<file path="src/rtl/truth_table_sweeper_pkg.sv">
// Shared types and sizing helpers for the truth-table sweeper.
// Imported by the top level and the settle/vector counter.
package truth_table_sweeper_pkg;

   typedef enum logic [1:0] {
      ST_IDLE  = 2'd0,
      ST_DRIVE = 2'd1,
      ST_DONE  = 2'd2
   } state_e;

   // Expected response of the team's 3-input function a & ~(b & c).
   localparam logic [7:0] DEFAULT_EXP_TABLE = 8'h70;

   function automatic int tw_of(input int n_in);
      return 1 << n_in;
   endfunction

   // The settle counter holds 0..SETTLE; it keeps at least one bit even when SETTLE is 0.
   function automatic int cnt_width(input int settle);
      return (settle < 2) ? 1 : $clog2(settle + 1);
   endfunction

endpackage

</file>
<file path="src/rtl/truth_table_sweeper_settle_counter.sv">
// Settle counter plus input-vector counter for the truth-table sweeper.
// Raises o_sample_en on the last settle cycle of each vector.
module sweep_settle_counter
   import truth_table_sweeper_pkg::*;
#(
   parameter  int N_IN   = 3,
   parameter  int SETTLE = 1,
   localparam int TW     = tw_of(N_IN),
   localparam int CW     = cnt_width(SETTLE)
) (
   input  logic            clk,
   input  logic            rst_n,
   input  logic            i_clear,
   input  logic            i_run,
   output logic [N_IN-1:0] o_vec,
   output logic            o_sample_en,
   output logic            o_last_vec
);

   localparam logic [CW-1:0]   SETTLE_C = CW'(SETTLE);
   localparam logic [N_IN-1:0] LAST_C   = N_IN'(TW - 1);

   logic [CW-1:0]   r_cnt;
   logic [N_IN-1:0] r_vec;
   logic            w_at_settle;

   assign w_at_settle = (r_cnt == SETTLE_C);
   assign o_sample_en = i_run & w_at_settle;
   assign o_last_vec  = (r_vec == LAST_C);
   assign o_vec       = r_vec;

   // NOTE: state uses non-blocking assignments so every register updates from pre-edge values.
   always_ff @(posedge clk or negedge rst_n) begin
      if (!rst_n) begin
         r_cnt <= '0;
         r_vec <= '0;
      end else if (i_clear) begin
         r_cnt <= '0;
         r_vec <= '0;
      end else if (i_run) begin
         if (!w_at_settle) begin
            r_cnt <= r_cnt + CW'(1);
         end else begin
            r_cnt <= '0;
            // The last vector is held so DONE still shows TW-1.
            if (!o_last_vec) r_vec <= r_vec + N_IN'(1);
         end
      end
   end

endmodule

</file>
<file path="src/rtl/truth_table_sweeper.sv">
// Exhaustive input sweeper: drives every vector into a combinational function,
// captures its response table and compares it against a latched expected table.
module truth_table_sweeper
   import truth_table_sweeper_pkg::*;
#(
   parameter  int N_IN   = 3,
   parameter  int SETTLE = 1,
   localparam int TW     = tw_of(N_IN)
) (
   input  logic            clk,
   input  logic            rst_n,
   input  logic            start,
   input  logic            abort,
   input  logic [TW-1:0]   exp_table,
   input  logic            resp,
   output logic [N_IN-1:0] vec,
   output logic            busy,
   output logic            done,
   output logic            res_valid,
   output logic [TW-1:0]   meas_table,
   output logic [N_IN:0]   mismatch_cnt,
   output logic [N_IN-1:0] first_fail,
   output logic            fail_seen,
   output logic            pass
);

   state_e          r_state;
   logic [TW-1:0]   r_exp;
   logic            r_busy, r_done, r_res_valid, r_fail_seen, r_pass;
   logic [TW-1:0]   r_meas;
   logic [N_IN:0]   r_mismatch_cnt;
   logic [N_IN-1:0] r_first_fail;

   logic            w_clear, w_run, w_sample_en, w_last_vec, w_mis;
   logic [N_IN-1:0] w_vec;
   logic [N_IN:0]   w_cnt_next;

   assign w_clear = ((r_state == ST_IDLE) && start) || ((r_state == ST_DRIVE) && abort);
   assign w_run   = (r_state == ST_DRIVE);

   sweep_settle_counter #(
      .N_IN   (N_IN),
      .SETTLE (SETTLE)
   ) u_counter (
      .clk         (clk),
      .rst_n       (rst_n),
      .i_clear     (w_clear),
      .i_run       (w_run),
      .o_vec       (w_vec),
      .o_sample_en (w_sample_en),
      .o_last_vec  (w_last_vec)
   );

   assign w_mis      = w_sample_en && (resp != r_exp[w_vec]);
   assign w_cnt_next = r_mismatch_cnt + (N_IN+1)'(w_mis);

   always_ff @(posedge clk or negedge rst_n) begin
      if (!rst_n) begin
         r_state        <= ST_IDLE;
         r_exp          <= '0;
         r_busy         <= 1'b0;
         r_done         <= 1'b0;
         r_res_valid    <= 1'b0;
         r_meas         <= '0;
         r_mismatch_cnt <= '0;
         r_first_fail   <= '0;
         r_fail_seen    <= 1'b0;
         r_pass         <= 1'b0;
      end else begin
         r_done <= 1'b0;
         case (r_state)
            ST_IDLE: begin
               if (start) begin
                  r_exp          <= exp_table;
                  r_meas         <= '0;
                  r_mismatch_cnt <= '0;
                  r_first_fail   <= '0;
                  r_fail_seen    <= 1'b0;
                  r_res_valid    <= 1'b0;
                  r_pass         <= 1'b0;
                  r_busy         <= 1'b1;
                  r_state        <= ST_DRIVE;
               end
            end
            ST_DRIVE: begin
               // Abort outranks a coincident sample; partial results stay for debug.
               if (abort) begin
                  r_busy  <= 1'b0;
                  r_state <= ST_IDLE;
               end else if (w_sample_en) begin
                  r_meas[w_vec]  <= resp;
                  r_mismatch_cnt <= w_cnt_next;
                  if (w_mis && !r_fail_seen) begin
                     r_first_fail <= w_vec;
                     r_fail_seen  <= 1'b1;
                  end
                  if (w_last_vec) begin
                     r_busy      <= 1'b0;
                     r_done      <= 1'b1;
                     r_res_valid <= 1'b1;
                     r_pass      <= (w_cnt_next == '0);
                     r_state     <= ST_DONE;
                  end
               end
            end
            ST_DONE: r_state <= ST_IDLE;
            default: r_state <= ST_IDLE;
         endcase
      end
   end

   assign vec          = w_vec;
   assign busy         = r_busy;
   assign done         = r_done;
   assign res_valid    = r_res_valid;
   assign meas_table   = r_meas;
   assign mismatch_cnt = r_mismatch_cnt;
   assign first_fail   = r_first_fail;
   assign fail_seen    = r_fail_seen;
   assign pass         = r_pass;

endmodule
</file>
<file path="config.mk">
export PLATFORM = sky130hd
export DESIGN_NAME = truth_table_sweeper
export DESIGN_NICKNAME = d
export VERILOG_FILES = /design/src/rtl/truth_table_sweeper_pkg.sv /design/src/rtl/truth_table_sweeper_settle_counter.sv /design/src/rtl/truth_table_sweeper.sv
export SDC_FILE = /design/constraint.sdc
export NUM_CORES = 1
export LEC_CHECK = 0
export CORE_MARGIN = 2
export CORE_UTILIZATION = 40
export DETAILED_ROUTE_END_ITERATION = 10
export GPL_TIMING_DRIVEN = 0
export PLACE_DENSITY_LB_ADDON = 0.2
export SLEW_MARGIN = 20
export SYNTH_ARGS = -nofsm -noshare
export SYNTH_HDL_FRONTEND = slang
export SYNTH_SLANG_ARGS = --single-unit
</file>
<file path="constraint.sdc">
create_clock -name clk -period 3.1 [get_ports clk]
set_clock_uncertainty 0.05 [all_clocks]
set_input_delay 0.775 -clock clk [delete_from_list [all_inputs] [get_ports clk]]
set_output_delay 0.775 -clock clk [all_outputs]
set_load 0.02 [all_outputs]
</file>
==> impl_metrics.yaml <==
global_routing:
  use_met1: 0.230
  grt_pass1_vias: 1204
  grt_usage: 0.172
  gr-usage-met3: 0.0617
  grt_max_degree: 19
  gr-usage-met2: 0.262
  grt_pass1_wl_um: 5820
  antenna_found_initial: 0
  grt-busiest-layer: "met2"
  overflow: 0
clock_network:
  cts-root-buf: "clkbuf_8"
  postCtsResizedCells: 0
  cts_tree: "built"
  postCtsSetupBuffers: 0
  clock_latency_ns: 0.29
  numCtsBuffers: 5
  htree_num_levels: 2
  postCtsHoldBufs: 0
  clockBufferDepth: 2
  cts.sinks: 34
  path_clk_slew_ns: 0.07
worst_setup_path:
  cp_data_arrival_time_ns: 2.83
  slowest_delay_ns: 0.39
  crit_path_end_kind: "flip-flop"
  worst_r2r_endpoint: "pass"
  crit_type: "flip-flop to flip-flop"
  worstPathCellList: "buf_2, mux2i_1, o22ai_2, o21ai_0, nor4b_1, ha_1, ha_1, o41ai_1"
  cp_max_fo: 7
  crit_path_start_kind: "flip-flop"
  r2r_cells: 8
  crit_top_cell: "ha_1"
  reg2reg_from: "u_counter.o_vec[0]"
  r2r_slack_ns: 0.39
  crit_required_ns: 3.22
  critical-path-slowest-cell: "dfrtp_1"
sta:
  drv_slew: 0
  fin_crit_sh: 0.874
  fin_crit_ns: 2.71
  fin_hold_ws_ns: 0.364
  finalSetupTns_ns: 0
  finalSetupViolCount: 0
  clock.fmax_ghz: 0.369
  relSlewSlack: 0.662
  finalWorstSetupSlack_ns: 0.390
  worst_pin_slew_ns: 0.504
  hold_viol_final: 0
  rsz0062_at_grt: "false"
power:
  power.total_mw: 1.14
  powerDensity_mw_per_mm2: 521
  ir_drop_mv: 0.291
  p_leak_nw: 1.01
layout:
  fin_util: 0.545
  final_nets: 237
  area_delta_synth_final_pct: 30.7
  post-route-cell-area_mm2: 0.00218
  n_antenna_cell: 0
  stdcell_count: 270
  drive_above_1_share: 0.0773
synth:
  ys_warn_count: 0
  syn-num-nets: 194
  synth_edf_count: 0
  synth_top_area_share: 0.511
  netlist_area_mm2: 0.00167
  yosys.area.top_type: "dfrtp_1"
  avgSynthCellArea_um2: 9.42
  yosysUniqueCellTypes: 36
  ys_top_cells_by_area: "dfrtp_1 (51%), nand2_1 (7.9%), o21ai_0 (6.6%), mux2i_1 (4.2%), ha_1 (3.0%)"
  synth_ff_type: "dfrtp_1"
  ys_ff_latch: 34
  synthArstFlopShare: 1.00
  synthCells: 177
  synth_seq_area_share: 0.511
drt:
  vias: 1360
  drt_iter0_drc: 66
  wirelength_um: 3550
  drt-vias-per-instance: 5.04
  dr.pass1.iters: 4
  drc_errors: 0
  final_antenna_net_count: 0
  wire_per_inst_um: 13.1
flow_run:
  drv_cap: 0
hold_path:
  hold_path.class: "input port to async pin"
status:
  status: "finished, final reports clean"
floorplan:
  core_area_mm2: 0.00400
  ios: 36
  fp.dieArea_mm2: 0.00470
  fp.dieW_um: 68.6
  floorplan.initialDensity: 0.417
  die_h_um: 68.6
  rows: 23
placement:
  place.gp.congestion: 0.813
  dp_hpwl_um: 2590
  postPlaceCellArea_mm2: 0.00210
  pre_cts_ws_ns: 0.105
  dp.cells: 263
  io_buffer_count: 35
placed cells by master (no fill, tap or decap), drive strengths merged, types with 2 or more instances in the layout:
cell type       n
nand2          35
dfrtp          34
clkdlybuf4s50  34
o21ai          25
nor2           14
clkbuf         10
inv             7
mux2i           7
buf             7
a21oi           5
ha              4
nor3            4
nand2b          3
nand3b          3
xnor2           3
a31oi           3
a22o            3
o22ai           3
o31ai           2
nor2b           2
nand3           2
nor3b           2
o21a            2
worst max-delay path, delay by kind of cell, from the launching register on:
family                   cells  cell delay [ns]
flip-flops                   1             0.39
AO/OA/AOI/OAI                3             0.67
AND/OR/NAND/NOR              1             0.38
adder cells (fa/ha/maj)      2             0.55
multiplexers                 1             0.32
buffers and inverters        1             0.24
power by group:
part | leakage (nW) | switching, mW | internal [mW] | total (mW)
combinational | 0.514 | 0.170 | 0.128 | 0.298
clock | 0.0383 | 0.156 | 0.155 | 0.311
sequential | 0.454 | 0.0371 | 0.490 | 0.527
Yosys cell counts (2+ instances only):
| cell type | number |
|---|---|
| o21ai_0 | 22 |
| o21ai_1 | 3 |
| inv_1 | 7 |
| o31ai_1 | 2 |
| nand2b_1 | 3 |
| ha_1 | 4 |
| a22o_1 | 3 |
| nor2_1 | 13 |
| mux2i_1 | 7 |
| dfrtp_1 | 34 |
| nor3_1 | 3 |
| nand3_1 | 2 |
| a21oi_1 | 5 |
| o22ai_2 | 2 |
| buf_2 | 3 |
| a31oi_1 | 3 |
| clkbuf_1 | 3 |
| nand2_1 | 35 |
| nor2b_1 | 2 |
| nand3b_1 | 3 |
| xnor2_1 | 3 |
how the worst max path moves through the flow:
stage / start / endpoint / slack [ns] / cells after the start
final: u_counter.o_vec[0] / pass / 0.39 / 8
after global routing: u_counter.o_vec[0] / pass / 0.14 / 9
after CTS: u_counter.o_vec[0] / pass / 0.34 / 8
after detailed placement: resp / pass / 0.11 / 6
after global placement: resp / pass / 0.18 / 6
after floorplan: u_counter.o_vec[0] / pass / 0.78 / 8
registers in the layout (all words and copies together) (netlist names):
| signal | cells |
|---|---|
| r_state | 2 |
| r_exp | 8 |
| res_valid | 1 |
| mismatch_cnt | 4 |
| busy | 1 |
| first_fail | 3 |
| fail_seen | 1 |
| pass | 1 |
| done | 1 |
| meas_table | 8 |
| u_counter.r_cnt | 1 |
| u_counter.o_vec | 3 |
final cells by class:
class	count	area [um^2]
multi-input combinational	128	752
buffer	8	37.5
inverter	7	26.3
clock buffer	7	76.3
timing repair buffer	36	373
sequential	34	851
fill	375	1820
tap	50	62.6
metal layers:
metal | vias to the layer above | wire (um) | share of wire
li1 | 692 | - | -
met1 | 625 | 1700 | 0.48
met2 | 38 | 1660 | 0.47
met3 | 5 | 169 | 0.048
met4 | 0 | 21 | 0.0059
met5 | - | 0 | 0
cell families (layout without fill, tap and decap cells):
| logic type | after synthesis | after routing | share of synthesized area |
|---|---|---|---|
| compound gates | 45 | 45 | 0.164 |
| mux | 7 | 7 | 0.0420 |
| flops | 34 | 34 | 0.511 |
| fa+ha+maj | 4 | 4 | 0.0300 |
| buf+inv | 15 | 58 | 0.0383 |
| simple gates | 68 | 68 | 0.194 |
| xor+xnor | 4 | 4 | 0.0210 |
Power figures use the tool's default switching activity.
